### src/rtl/moving_window_ctrl_if.sv
// Bus bundle for the moving-window controller: sample stream in, memory port
// out/in, and the qualified window outputs. The slave modport is the controller
// side. The master modport is the surrounding logic, which drives the samples
// and supplies the memory's registered read data.
interface moving_window_ctrl_if #(
    parameter int WIN_LEN    = 64,
    parameter int DATA_WIDTH = 16
);
    localparam int AW = $clog2(WIN_LEN);
    localparam int CW = $clog2(WIN_LEN + 1);

    logic                  clear;
    logic [DATA_WIDTH-1:0] din;
    logic                  din_valid;

    logic                  bram_wen;
    logic                  bram_ren;
    logic [AW-1:0]         bram_wadd;
    logic [AW-1:0]         bram_radd;
    logic [DATA_WIDTH-1:0] bram_win;
    logic [DATA_WIDTH-1:0] bram_wout;

    logic [DATA_WIDTH-1:0] dout_new;
    logic [DATA_WIDTH-1:0] dout_old;
    logic                  dout_valid;
    logic                  full;
    logic [CW-1:0]         fill_cnt;

    modport master (
        output clear, din, din_valid, bram_wout,
        input  bram_wen, bram_ren, bram_wadd, bram_radd, bram_win,
        input  dout_new, dout_old, dout_valid, full, fill_cnt
    );

    modport slave (
        input  clear, din, din_valid, bram_wout,
        output bram_wen, bram_ren, bram_wadd, bram_radd, bram_win,
        output dout_new, dout_old, dout_valid, full, fill_cnt
    );
endinterface

### src/rtl/moving_window_ctrl.sv
// Moving-window controller. Each accepted sample is written into an external
// simple-dual-port memory used as a circular buffer of WIN_LEN entries. The
// entry being overwritten is read at the same address in the same cycle.
// Because the memory is read-first, that read returns the sample leaving the
// window. One cycle later the controller presents the new sample, the departing
// sample, and the window fill level.
module moving_window_ctrl #(
    parameter int WIN_LEN    = 64,
    parameter int DATA_WIDTH = 16
) (
    input  logic                 clk,
    input  logic                 rst_n,
    moving_window_ctrl_if.slave  bus
);
    localparam int AW = $clog2(WIN_LEN);
    localparam int CW = $clog2(WIN_LEN + 1);

    localparam logic [AW-1:0] PTR_LAST  = AW'(WIN_LEN - 1);
    localparam logic [CW-1:0] FILL_LAST = CW'(WIN_LEN - 1);
    localparam logic [CW-1:0] FILL_MAX  = CW'(WIN_LEN);

    typedef enum logic {
        FILL = 1'b0,
        RUN  = 1'b1
    } state_t;

    state_t                state_q, state_d;
    logic [AW-1:0]         ptr_q, ptr_d;
    logic [CW-1:0]         fill_q, fill_d;
    logic                  valid_q, valid_d;
    logic [DATA_WIDTH-1:0] new_q, new_d;
    logic                  old_sel_q, old_sel_d;
    logic                  accept;

    assign accept = bus.din_valid & ~bus.clear;

    // Memory port: one shared pointer addresses both the write and the read.
    // Reset suppresses any access.
    assign bus.bram_wen  = accept & rst_n;
    assign bus.bram_ren  = accept & rst_n;
    assign bus.bram_wadd = ptr_q;
    assign bus.bram_radd = ptr_q;
    assign bus.bram_win  = bus.din;

    // Outputs: the departing sample is only meaningful for samples accepted in RUN.
    // Otherwise stale memory contents are masked to zero.
    assign bus.dout_valid = valid_q;
    assign bus.dout_new   = new_q;
    assign bus.dout_old   = (valid_q && old_sel_q) ? bus.bram_wout : '0;
    assign bus.full       = (state_q == RUN);
    assign bus.fill_cnt   = fill_q;

    // Next-state logic: clear flushes the window and overrides any sample presented with it.
    always_comb begin
        state_d   = state_q;
        ptr_d     = ptr_q;
        fill_d    = fill_q;
        valid_d   = 1'b0;
        new_d     = new_q;
        old_sel_d = old_sel_q;

        if (bus.clear) begin
            state_d = FILL;
            ptr_d   = '0;
            fill_d  = '0;
        end else if (bus.din_valid) begin
            ptr_d     = (ptr_q == PTR_LAST) ? '0 : ptr_q + AW'(1);
            valid_d   = 1'b1;
            new_d     = bus.din;
            old_sel_d = (state_q == RUN);
            case (state_q)
                FILL: begin
                    fill_d = fill_q + CW'(1);
                    if (fill_q == FILL_LAST) begin
                        state_d = RUN;
                    end
                end
                RUN: begin
                    fill_d = FILL_MAX;
                end
                default: begin
                    state_d = FILL;
                end
            endcase
        end
    end

    // State registers: asynchronous reset aborts any window in progress.
    always_ff @(posedge clk or negedge rst_n) begin
        if (!rst_n) begin
            state_q   <= FILL;
            ptr_q     <= '0;
            fill_q    <= '0;
            valid_q   <= 1'b0;
            new_q     <= '0;
            old_sel_q <= 1'b0;
        end else begin
            state_q   <= state_d;
            ptr_q     <= ptr_d;
            fill_q    <= fill_d;
            valid_q   <= valid_d;
            new_q     <= new_d;
            old_sel_q <= old_sel_d;
        end
    end
endmodule

### src/flat_wrapper.sv
// flat-port wrapper written by rule: the top's interface ports become plain ports
module moving_window_ctrl_flat 
#(
    parameter int WIN_LEN    = 64,
    parameter int DATA_WIDTH = 16
)
  (clk, rst_n, bus_clear, bus_din, bus_din_valid, bus_bram_wout, bus_bram_wen, bus_bram_ren, bus_bram_wadd, bus_bram_radd, bus_bram_win, bus_dout_new, bus_dout_old, bus_dout_valid, bus_full, bus_fill_cnt);
  moving_window_ctrl_if #(.WIN_LEN(WIN_LEN), .DATA_WIDTH(DATA_WIDTH)) bus_i ();
  input  logic clk;
  input  logic rst_n;
  input wire logic [$bits(bus_i.clear)-1:0] bus_clear;
  input wire logic [$bits(bus_i.din)-1:0] bus_din;
  input wire logic [$bits(bus_i.din_valid)-1:0] bus_din_valid;
  input wire logic [$bits(bus_i.bram_wout)-1:0] bus_bram_wout;
  output wire logic [$bits(bus_i.bram_wen)-1:0] bus_bram_wen;
  output wire logic [$bits(bus_i.bram_ren)-1:0] bus_bram_ren;
  output wire logic [$bits(bus_i.bram_wadd)-1:0] bus_bram_wadd;
  output wire logic [$bits(bus_i.bram_radd)-1:0] bus_bram_radd;
  output wire logic [$bits(bus_i.bram_win)-1:0] bus_bram_win;
  output wire logic [$bits(bus_i.dout_new)-1:0] bus_dout_new;
  output wire logic [$bits(bus_i.dout_old)-1:0] bus_dout_old;
  output wire logic [$bits(bus_i.dout_valid)-1:0] bus_dout_valid;
  output wire logic [$bits(bus_i.full)-1:0] bus_full;
  output wire logic [$bits(bus_i.fill_cnt)-1:0] bus_fill_cnt;
  assign bus_i.clear = bus_clear;
  assign bus_i.din = bus_din;
  assign bus_i.din_valid = bus_din_valid;
  assign bus_i.bram_wout = bus_bram_wout;
  assign bus_bram_wen = bus_i.bram_wen;
  assign bus_bram_ren = bus_i.bram_ren;
  assign bus_bram_wadd = bus_i.bram_wadd;
  assign bus_bram_radd = bus_i.bram_radd;
  assign bus_bram_win = bus_i.bram_win;
  assign bus_dout_new = bus_i.dout_new;
  assign bus_dout_old = bus_i.dout_old;
  assign bus_dout_valid = bus_i.dout_valid;
  assign bus_full = bus_i.full;
  assign bus_fill_cnt = bus_i.fill_cnt;
  moving_window_ctrl #(.WIN_LEN(WIN_LEN), .DATA_WIDTH(DATA_WIDTH)) u_core (.clk(clk), .rst_n(rst_n), .bus(bus_i));
endmodule
### config.mk
export PLATFORM = sky130hd
export DESIGN_NAME = moving_window_ctrl_flat
export DESIGN_NICKNAME = d
export VERILOG_FILES = /design/src/rtl/moving_window_ctrl_if.sv /design/src/rtl/moving_window_ctrl.sv /design/src/flat_wrapper.sv
export SDC_FILE = /design/constraint.sdc
export NUM_CORES = 1
export LEC_CHECK = 0
export ABC_AREA = 1
export BUFFER_PORTS_ARGS = -buffer_cell sky130_fd_sc_hd__buf_2
export CORE_MARGIN = 2
export CORE_UTILIZATION = 43
export CTS_CLUSTER_SIZE = 28
export DETAILED_ROUTE_END_ITERATION = 12
export PLACE_DENSITY = 0.82
export SLEW_MARGIN = 20
export SYNTH_ARGS = -nofsm -noshare
export SYNTH_HDL_FRONTEND = slang
export SYNTH_SLANG_ARGS = --single-unit
### constraint.sdc
create_clock -name clk -period 1.5 [get_ports clk]
set_clock_uncertainty 0.15 [all_clocks]
set_input_delay 0.075 -clock clk [delete_from_list [all_inputs] [get_ports clk]]
set_output_delay 0.075 -clock clk [all_outputs]
set_load 0.005 [all_outputs]
==> run summary <==
Nets@finish: 376
Final wirelength: 4769 um
Synthesized area per cell: 7.665 um^2
Diode count: 0
Die ar.: 0.004628 mm^2
WL/cell: 12.26 um
Worst setup SP type: flop
Pin count of the biggest net entering global routing: 33
Max H-tree Level: 2
Floorplan row count: 23
1st-iter DRT viols: 101
Met1 Use GR: 0.2206
Syn nets: 268
# port buffers: 106
Seq/Total Area, Yosys: 0.4542
RSZ-0062 raised after global routing: false
Area Growth Syn to Fin: 39.82%
Leak: 0.001516 uW
IR drop worst, VDD: 0.5855 mV
DR vias/cell: 4.658
# clock sinks: 32
Cell taking the most area after synthesis: dfrtp_1
Most instantiated cells after synthesis: 78 x nand2_1, 32 x dfrtp_1, 32 x inv_1
Top cells by area, synth: dfrtp_1 45%, nand2_1 17%, buf_4 9.8%, inv_1 6.8%, nor2_1 5.3%
Antenna-violating nets left: 0
Hold Crit Class: input port to flop
Overall power: 2039 uW
Setup violations, final: 0
Critical Path RT: 1510 ps
TritonCTS clock tree: done
Share of the synthesized area in the top cell type: 0.4542
Actual slew at the worst max-slew pin: 402.7 ps
Worst-path clk slew: 70 ps
Async SR Flop Fraction: 1.000
Grt met3 use: 0.06086
Die X-Extent: 68.03 um
Period utilization: 0.9367
Ys flop type: dfrtp_1
Hold Fails Final Rpt: 0
Status: finished clean
Critical Setup Path Class: flop to flop
Crit. End Element: flop
Routability cong.: 0.7731
Critical path arrival: 1420 ps
Setup TNS: 0 ps
Die height: 68.03 um
Pre-antenna DRT Iters: 4
Worst hold slack: 74.20 ps
EDFF count, synth: 0
Cts bufs inserted: 5
Synth Cell Area: 0.001763 mm^2
CTS root buf: clkbuf_8
Number of distinct library cells after synthesis: 23
F_max: 0.7117 GHz
Dpl hpwl: 2974 um
Layout cells sized above 1: 0.3776
Number of register bits inferred by synthesis: 32
# DRC: 0
M2 GR Usage: 0.3883
Clk_lat worst skew: 280 ps
Gr usage total: 0.2120
Antenna violations before repair: 0
Layout Utilization: 0.6207
Core area: 0.003971 mm^2
Overall overflow remaining after global route: 0
Synth Instances: 230
Crit path time final: 1405 ps
CTS max path bufs: 2
Headroom to the max-slew limit: 0.7315
Fin. max-slew vios: 0
Vias in the first global route: 1640
Worst-path maximum fanout: 7
I/O pin count: 107
Starting density of the core: 0.4439
Yosys warnings: 0
First-pass GRT wire length: 7176 um
Most common cell in the netlist: nand2_1
Max-Cap Viols: 0
Busiest grt layer: met2
Setup bufs post-CTS: 0
Pwr/cell area: 827.3 mW/mm^2
Routed via count: 1812
final timing paths:
| kind | from | endpoint | slack (ps) | depth (start not counted) |
|---|---|---|---|---|
| worst max-delay path | u_core.bus.bram_radd[1]$_DFFE_PN0P_ | u_core.bus.bram_radd[0]$_DFFE_PN0P_ | 90 | 6 |
| min in group asynchronous | rst_n | u_core.bus.dout_new[1]$_DFFE_PN0P_ | 230 | 3 |
| worst min-delay path | bus_din_valid | u_core.bus.fill_cnt[3]$_DFFE_PN0P_ | 70 | 4 |
| worst min register to register | u_core.bus.dout_new[3]$_DFFE_PN0P_ | u_core.bus.dout_new[3]$_DFFE_PN0P_ | 320 | 2 |
| max in group asynchronous | rst_n | u_core.bus.bram_radd[1]$_DFFE_PN0P_ | 660 | 3 |
| worst max register to register | u_core.bus.bram_radd[1]$_DFFE_PN0P_ | u_core.bus.bram_radd[0]$_DFFE_PN0P_ | 90 | 6 |
final cells by class:
type                    count  area (um^2)
clock buffers               6        82.58
well taps                  50        62.56
fillers                   351         1506
clock inverters             2        10.01
repair buffers            129        753.2
inverters                  34        127.6
flip-flops and latches     32        802.0
multi-input cells         136        626.9
per-layer routing:
metal | routed length, um | part of all wire
met1 | 1725 | 0.36
met2 | 2607 | 0.55
met3 | 285 | 0.060
met4 | 150 | 0.031
met5 | 0 | 0
stage by stage:
stage	setup slack (ps)	cells	instance area, um^2
after floorplan	214.3	230	1763
after global placement	215.0	361	2168
after detailed placement	124.4	361	2168
after CTS	2.813	389	2461
after global routing	10.06	389	2465
final	94.99	389	2465
timing repair:
| item | in CTS | in global routing |
|---|---|---|
| hold buffers | 20 | 0 |
| endpoints found under the hold margin | 52 | 0 |
| resized for setup | 0 | 2 |
| endpoints found under the setup margin | 0 | 20 |
kinds of logic after synthesis:
logic type,Yosys count,share of synthesized area
simple gates,121,0.2860
buf+inv,62,0.1916
flops,32,0.4542
compound gates,12,0.04897
fa+ha+maj,2,0.01419
xor+xnor,1,0.004969
layout by cell type, fill, tap and decap left out, types with 2 or more instances in the layout:
cell             n
buf_2          106
nand2_1         77
inv_1           32
dfrtp_1         31
nor2_1          25
dlygate4sd3_1   20
nand3_1          9
o21ai_0          6
clkbuf_8         6
nor3_1           3
buf_4            3
nand2_2          2
inv_2            2
o22ai_2          2
a22o_1           2
ha_1             2
clkinv_2         2
state kept, by name (all words and copies together) (netlist names):
signal                 cells
u_core.bus.bram_radd       6
u_core.bus.dout_new       16
u_core.bus.dout_valid      1
u_core.bus.fill_cnt        7
u_core.bus.full            1
u_core.old_sel_q           1
critical path: stages (launching register included):
cell,delay [ps]
dfrtp_2,430
ha_1,220
nand3_1,130
nor2_1,140
nor2_2,70
nand2_1,60
o21ai_0,80
power by group:
group          switching (uW)  total [uW]  internal [uW]
combinational             193         382            190
clock                     317         682            366
sequential               43.9         975            931
total                     553        2040           1490
(Power assumes the default switching activity.)
